===== src/rtl/sd_dat_phys_controller_mb.sv =====
// Multi-block SD DAT-line physical controller: sequences the serializer/deserializer
// wrapper, DAT pads and data FIFO for block reads/writes with CRC-status and timeout handling.
module sd_dat_phys_controller_mb #(
  parameter int DATA_W = 32,
  parameter int BLK_W  = 8,
  parameter int TO_W   = 16
) (
  input  logic              sd_clock,
  input  logic              reset,
  input  logic              strobe_in,
  input  logic              ack_in,
  input  logic              idle_in,
  input  logic              write_read,
  input  logic              multiple,
  input  logic [BLK_W-1:0]  blocks,
  input  logic [TO_W-1:0]   timeout_reg,
  output logic              serial_ready,
  output logic              complete,
  output logic              ack_out,
  output logic              data_timeout,
  output logic              crc_error,
  output logic [BLK_W-1:0]  blocks_done,
  input  logic              transmission_complete,
  input  logic              reception_complete,
  input  logic              crc_ok,
  input  logic [DATA_W-1:0] data_read,
  output logic              reset_wrapper,
  output logic              load_send,
  output logic              enable_pts_wrapper,
  output logic              enable_stp_wrapper,
  output logic              waiting_response,
  output logic [DATA_W-1:0] data_parallel,
  output logic              pad_state,
  output logic              pad_enable,
  input  logic [DATA_W-1:0] data_from_fifo,
  input  logic              fifo_empty,
  input  logic              fifo_full,
  output logic              fifo_pop,
  output logic              fifo_push,
  output logic [DATA_W-1:0] data_to_fifo
);

  typedef enum logic [3:0] {
    S_IDLE, S_FIFO_POP, S_LOAD, S_SEND, S_WAIT_RESP,
    S_READ, S_PUSH, S_BLK_RESET, S_WAIT_ACK, S_SEND_ACK
  } state_t;

  state_t            state_q, state_d;
  logic              wr_q, wr_d, multi_q, multi_d;
  logic              to_flag_q, to_flag_d, crc_err_q, crc_err_d;
  logic [BLK_W-1:0]  blk_req_q, blk_req_d, blk_done_q, blk_done_d;
  logic [TO_W-1:0]   to_cnt_q, to_cnt_d;
  logic [DATA_W-1:0] dpar_q, dpar_d, dfifo_q, dfifo_d;
  logic [BLK_W-1:0]  blk_inc;
  logic [TO_W-1:0]   cnt_inc;
  logic              xfer_done, rx_active;

  function automatic logic [BLK_W-1:0] sat_inc_blk(input logic [BLK_W-1:0] b);
    return (b == '1) ? b : b + BLK_W'(1);
  endfunction

  function automatic logic [TO_W-1:0] sat_inc_to(input logic [TO_W-1:0] c,
                                                  input logic [TO_W-1:0] lim);
    return (c >= lim) ? lim : c + TO_W'(1);
  endfunction

  assign blk_inc   = sat_inc_blk(blk_done_q);
  assign cnt_inc   = sat_inc_to(to_cnt_q, timeout_reg);
  assign xfer_done = !multi_q || (blk_inc >= blk_req_q);

  always_comb begin
    state_d            = state_q;
    wr_d               = wr_q;
    multi_d            = multi_q;
    blk_req_d          = blk_req_q;
    blk_done_d         = blk_done_q;
    to_flag_d          = to_flag_q;
    crc_err_d          = crc_err_q;
    to_cnt_d           = '0;
    dpar_d             = dpar_q;
    dfifo_d            = dfifo_q;
    rx_active          = 1'b0;
    serial_ready       = 1'b0;
    complete           = 1'b0;
    ack_out            = 1'b0;
    reset_wrapper      = 1'b0;
    load_send          = 1'b0;
    enable_pts_wrapper = 1'b0;
    enable_stp_wrapper = 1'b0;
    waiting_response   = 1'b0;
    pad_state          = 1'b0;
    pad_enable         = 1'b0;
    fifo_pop           = 1'b0;
    fifo_push          = 1'b0;
    case (state_q)
      S_IDLE: begin
        serial_ready  = 1'b1;
        reset_wrapper = 1'b1;
        if (strobe_in) begin
          wr_d       = write_read;
          multi_d    = multiple;
          blk_req_d  = (blocks == '0) ? BLK_W'(1) : blocks;
          blk_done_d = '0;
          to_flag_d  = 1'b0;
          crc_err_d  = 1'b0;
          state_d    = write_read ? S_FIFO_POP : S_READ;
        end
      end
      S_FIFO_POP: begin
        pad_state  = 1'b1;
        pad_enable = 1'b1;
        fifo_pop   = !fifo_empty;
        if (!fifo_empty) begin
          dpar_d  = data_from_fifo;
          state_d = S_LOAD;
        end
      end
      S_LOAD: begin
        // Pads stay driven between the pop and the serial shift.
        enable_pts_wrapper = 1'b1;
        pad_state          = 1'b1;
        pad_enable         = 1'b1;
        state_d            = S_SEND;
      end
      S_SEND: begin
        load_send          = 1'b1;
        enable_pts_wrapper = 1'b1;
        pad_state          = 1'b1;
        pad_enable         = 1'b1;
        if (transmission_complete) state_d = S_WAIT_RESP;
      end
      S_WAIT_RESP: begin
        enable_stp_wrapper = 1'b1;
        waiting_response   = 1'b1;
        pad_enable         = 1'b1;
        rx_active          = 1'b1;
        if (reception_complete) begin
          if (!crc_ok) begin
            crc_err_d = 1'b1;
            state_d   = S_WAIT_ACK;
          end else begin
            blk_done_d = blk_inc;
            state_d    = xfer_done ? S_WAIT_ACK : S_BLK_RESET;
          end
        end else if (to_flag_q) begin
          state_d = S_WAIT_ACK;
        end
      end
      S_READ: begin
        enable_stp_wrapper = 1'b1;
        pad_enable         = 1'b1;
        rx_active          = 1'b1;
        if (reception_complete) begin
          dfifo_d = data_read;
          state_d = S_PUSH;
        end else if (to_flag_q) begin
          state_d = S_WAIT_ACK;
        end
      end
      S_PUSH: begin
        fifo_push = !fifo_full;
        if (!fifo_full) begin
          blk_done_d = blk_inc;
          state_d    = xfer_done ? S_WAIT_ACK : S_BLK_RESET;
        end
      end
      S_BLK_RESET: begin
        reset_wrapper = 1'b1;
        state_d       = wr_q ? S_FIFO_POP : S_READ;
      end
      S_WAIT_ACK: begin
        complete      = 1'b1;
        reset_wrapper = 1'b1;
        if (ack_in) state_d = S_SEND_ACK;
      end
      S_SEND_ACK: begin
        complete = 1'b1;
        ack_out  = 1'b1;
        state_d  = S_IDLE;
      end
      default: state_d = S_IDLE;
    endcase

    // Flag is raised on the edge the count reaches the limit; the exit follows one cycle later.
    if (rx_active && !reception_complete && !to_flag_q) begin
      to_cnt_d = cnt_inc;
      if ((timeout_reg != '0) && (cnt_inc == timeout_reg)) to_flag_d = 1'b1;
    end

    if (idle_in) begin
      state_d    = S_IDLE;
      to_flag_d  = 1'b0;
      crc_err_d  = 1'b0;
      blk_done_d = '0;
      to_cnt_d   = '0;
      dpar_d     = '0;
      dfifo_d    = '0;
    end
  end

  always_ff @(posedge sd_clock or posedge reset) begin
    if (reset) begin
      state_q    <= S_IDLE;
      wr_q       <= 1'b0;
      multi_q    <= 1'b0;
      blk_req_q  <= '0;
      blk_done_q <= '0;
      to_flag_q  <= 1'b0;
      crc_err_q  <= 1'b0;
      to_cnt_q   <= '0;
      dpar_q     <= '0;
      dfifo_q    <= '0;
    end else begin
      state_q    <= state_d;
      wr_q       <= wr_d;
      multi_q    <= multi_d;
      blk_req_q  <= blk_req_d;
      blk_done_q <= blk_done_d;
      to_flag_q  <= to_flag_d;
      crc_err_q  <= crc_err_d;
      to_cnt_q   <= to_cnt_d;
      dpar_q     <= dpar_d;
      dfifo_q    <= dfifo_d;
    end
  end

  assign data_timeout  = to_flag_q;
  assign crc_error     = crc_err_q;
  assign blocks_done   = blk_done_q;
  assign data_parallel = dpar_q;
  assign data_to_fifo  = dfifo_q;

endmodule


===== config.mk =====
export PLATFORM = sky130hd
export DESIGN_NAME = sd_dat_phys_controller_mb
export DESIGN_NICKNAME = d
export VERILOG_FILES = /design/src/rtl/sd_dat_phys_controller_mb.sv
export SDC_FILE = /design/constraint.sdc
export NUM_CORES = 1
export LEC_CHECK = 0
export ABC_AREA = 1
export CORE_MARGIN = 3
export CORE_UTILIZATION = 43
export CTS_BUF_LIST = sky130_fd_sc_hd__clkbuf_16
export DETAILED_ROUTE_END_ITERATION = 16
export GPL_ROUTABILITY_DRIVEN = 0
export PLACE_DENSITY = 0.77
export SLEW_MARGIN = 40
export SYNTH_ARGS = -nofsm -noshare
export SYNTH_HDL_FRONTEND = slang
export SYNTH_SLANG_ARGS = --single-unit

===== constraint.sdc =====
create_clock -name sd_clock -period 3.7 [get_ports sd_clock]
set_clock_uncertainty 0.05 [all_clocks]
set_input_delay 0.74 -clock sd_clock [delete_from_list [all_inputs] [get_ports sd_clock]]
set_output_delay 0.74 -clock sd_clock [all_outputs]
set_load 0.05 [all_outputs]

==> results.txt, run 1 <==
drt wl/cell -> 15.3 um
total power draw -> 4.16 mW
Post-Place Worst Slack -> 0.303 ns
Cells after Synth -> 800
most common cell after layout, fill and taps aside -> clkdlybuf4s50_1
Final Hold Viols -> 0
worst-path fanout max -> 4
Post-Syn Nets -> 926
Starting Density -> 44.1%
max_cap viols -> 0
Slew Limit Fails -> 0
grt total ovfl -> 0
DP Area -> 0.00817 mm^2
Rel. slew slack -> 60.2%
core area -> 0.0139 mm^2
n_diodes -> 0
Switch Pwr -> 1.76 mW
fraction of layout cells with a size suffix above 1 -> 6.01%
vias in the first global route -> 5811
Int Power -> 2.40 mW
postcts setup bufs -> 0
# DRC -> 0
startpoint types -> flip-flop
Comb pwr share -> 42.9%
DP Cell Count -> 1145
Hold Path Class -> reg -> reg
max incr delay on CP -> 0.42 ns
Final nets -> 1102
post_cts resized -> 0
synthesized area -> 0.00615 mm^2
Setup Crit Path Kind -> reg -> reg
final setup vio count -> 0
cts bufs inserted -> 9
worst-margin pin slew -> 0.595 ns
# hold bufs at CTS -> 0
Hold Path Depth -> 2
final period utilization -> 88.0%
CP Cell Sequence -> ha_1 > nand4_1 > nor2_1 > inv_1 > nor2_2 > inv_2 > nand3_1 > xor2_1 > inv_1 > ha_1 > nand2_1 > nor2_1 > nand4_1 > nand4_1 > nor2_1 > o21ai_0 > nand2_1 > nand2_1 > nand2_1 > nand2_1 > o21ai_0
fmax -> 307 MHz
Die H -> 126 um
I/O pins -> 186
# rows -> 43
first-pass GRT wire length -> 28800 um
Pre-antenna DRT Iters -> 5
routed vias -> 6007
P&R area growth vs syn -> 37.8%
Core Util, Final -> 60.8%
die width -> 126 um
Routed Antenna Nets -> 0
clk_lat worst skew -> 0.35 ns
most frequent cells in the layout -> clkdlybuf4s50_1 (185), inv_1 (156), nand2_1 (107)
Flop pwr share -> 33.8%
Root Buffer -> clkbuf_16
area leader, netlist -> dfrtp_1
Clk pwr share -> 23.3%
Final Instance Count excl. Fillers -> 1161
RSZ-0062 raised after global routing -> no
area of the multi-input gates -> 0.00278 mm^2
most numerous cell on the critical path -> nand2_1
register area share after synthesis -> 42.3%
mean cell area of the mapped netlist -> 7.68 um^2
min Tclk post-route -> 3.26 ns
Max VDD drop -> 0.000292 V
PortBufs -> 185
sequential cell area -> 0.00260 mm^2
Via density -> 5.17
GRT Overall Usage -> 22.2%
cells on worst reg2reg path -> 21
slowest CP cell -> dfrtp_1
synth unique cells -> 39
initial antenna violation count -> 0
Design Area, Final -> 0.00847 mm^2
# clock sinks -> 104
largest net degree at the start of global routing -> 65
Final Routed Wirelength -> 17800 um
switching share of power -> 42.3%
Detailed Place HPWL -> 13300 um
Synth warnings -> 0
leak pwr -> 3.83 nW
setup TNS -> 0 ns
share of the synthesized area in the top cell type -> 42.3%
Worst-path clk slew -> 0.08 ns
final worst-path setup slack -> 0.443 ns
H-tree depth -> 3
maximum root-to-sink buffer count -> 2
run status -> finished, final reports clean
PD cells -> 492 mW/mm^2
Initial DRC Count -> 499
CTS tree -> yes
Min Hold Slack -> 0.445 ns
fill count -> 1261
critical path arrival -> 3.43 ns
crit path capture type -> flip-flop
WP data required -> 3.87 ns
post-synthesis register bit count -> 104
die area -> 0.0158 mm^2
dominant cells by area after synthesis -> dfrtp_1 (42%), inv_1 (9.5%), o21ai_0 (7.3%)
## state kept, by name, indices dropped and copies added, names as in the netlist
| name | count |
|---|---|
| state_q | 4 |
| data_timeout | 1 |
| blk_req_q | 8 |
| data_parallel | 32 |
| wr_q | 1 |
| blocks_done | 8 |
| multi_q | 1 |
| crc_error | 1 |
| to_cnt_q | 16 |
| data_to_fifo | 32 |
## cells by family after synthesis
family	synth area share (%)
flip-flops	42.3
adder cells (fa/ha/maj)	5.29
buffers and inverters	12.5
AND/OR/NAND/NOR	24.3
AO/OA/AOI/OAI	13.6
XOR/XNOR	1.97
## path summary, 6_finish.rpt
kind	startpoint	end	slack, ns
worst min register to register	blk_req_q[0]$_DFFE_PP0P_	blk_req_q[0]$_DFFE_PP0P_	0.45
min in group asynchronous	reset	data_parallel[12]$_DFFE_PP0P_	0.76
worst max-delay path	blocks_done[0]$_DFFE_PP0P_	state_q[2]$_DFFE_PP0P_	0.44
worst min-delay path	blk_req_q[0]$_DFFE_PP0P_	blk_req_q[0]$_DFFE_PP0P_	0.45
max in group asynchronous	reset	to_cnt_q[14]$_DFF_PP0_	2.16
worst max register to register	blocks_done[0]$_DFFE_PP0P_	state_q[2]$_DFFE_PP0P_	0.44
## area by class of cell
type                    count  area share [%]
multi-input cells         500            32.9
well taps                 180            2.66
clock buffers               9            2.66
clock inverters             7           0.828
flip-flops and latches    104            30.7
inverters                 167            7.43
repair buffers            194            22.8
## per-layer routing
| metal | routed length, um | GRT usage (%) | share of wire (%) |
|---|---|---|---|
| met5 | 0 | 0 | 0 |
| met1 | 7590 | 29.0 | 43 |
| met3 | 1670 | 7.52 | 9.4 |
| met2 | 8100 | 34.3 | 46 |
| met4 | 433 | 8.42 | 2.4 |
## synthesized netlist by cell type (all sizes together)
master and number:
o21a 1, xnor2 1, a221oi 1, o21ai 96
a211o 1, ha 26, o32ai 1, nand3b 2
o31ai 1, nor2 71, nand4 36, inv 167
xor2 12, nor4 5, o211ai 1, a211oi 17
dfrtp 104, nand3 83, clkbuf 11, buf 18
nand2 111, o22ai 7, nor3 7, a31oi 2
a21oi 18
## power groups by stage
stage                     sequential [mW]  combinational (mW)  clock (mW)
after CTS                            1.41                1.80       0.995
after floorplan                      1.73               0.852           0
final                                1.41                1.78       0.970
after detailed placement             1.43                1.79           0
after global routing                 1.43                1.93        1.05
after global placement               1.43                1.77           0
## critical path, delay by kind of cell, from the launching register on
kind,cells,cell delay (ns)
buffers and inverters,3,0.23
AOI/OAI and AO/OA,2,0.34
and+or+nand+nor,13,1.39
DFF,1,0.42
xor gates and xnor gates,1,0.21
adders and majority gates,2,0.49
No activity file was read; power rests on OpenSTA's default activity.
==> run 2: changes to the inputs <==
--- a/config.mk
+++ b/config.mk
@@ -6,6 +6,7 @@
 export NUM_CORES = 1
 export LEC_CHECK = 0
 export ABC_AREA = 1
+export CAP_MARGIN = 0
 export CORE_MARGIN = 3
 export CORE_UTILIZATION = 43
 export CTS_BUF_LIST = sky130_fd_sc_hd__clkbuf_16
==> results of run 2 <==
No change in the layout: final DEF, timing and power equal those of run 1.
==> run 3: changes to the inputs <==
--- a/config.mk
+++ b/config.mk
@@ -10,6 +10,7 @@
 export CORE_MARGIN = 3
 export CORE_UTILIZATION = 43
 export CTS_BUF_LIST = sky130_fd_sc_hd__clkbuf_16
+export CTS_CLUSTER_DIAMETER = 150
 export DETAILED_ROUTE_END_ITERATION = 16
 export GPL_ROUTABILITY_DRIVEN = 0
 export PLACE_DENSITY = 0.77
==> results of run 3 <==
No change in the layout: final DEF, timing and power equal those of run 1.
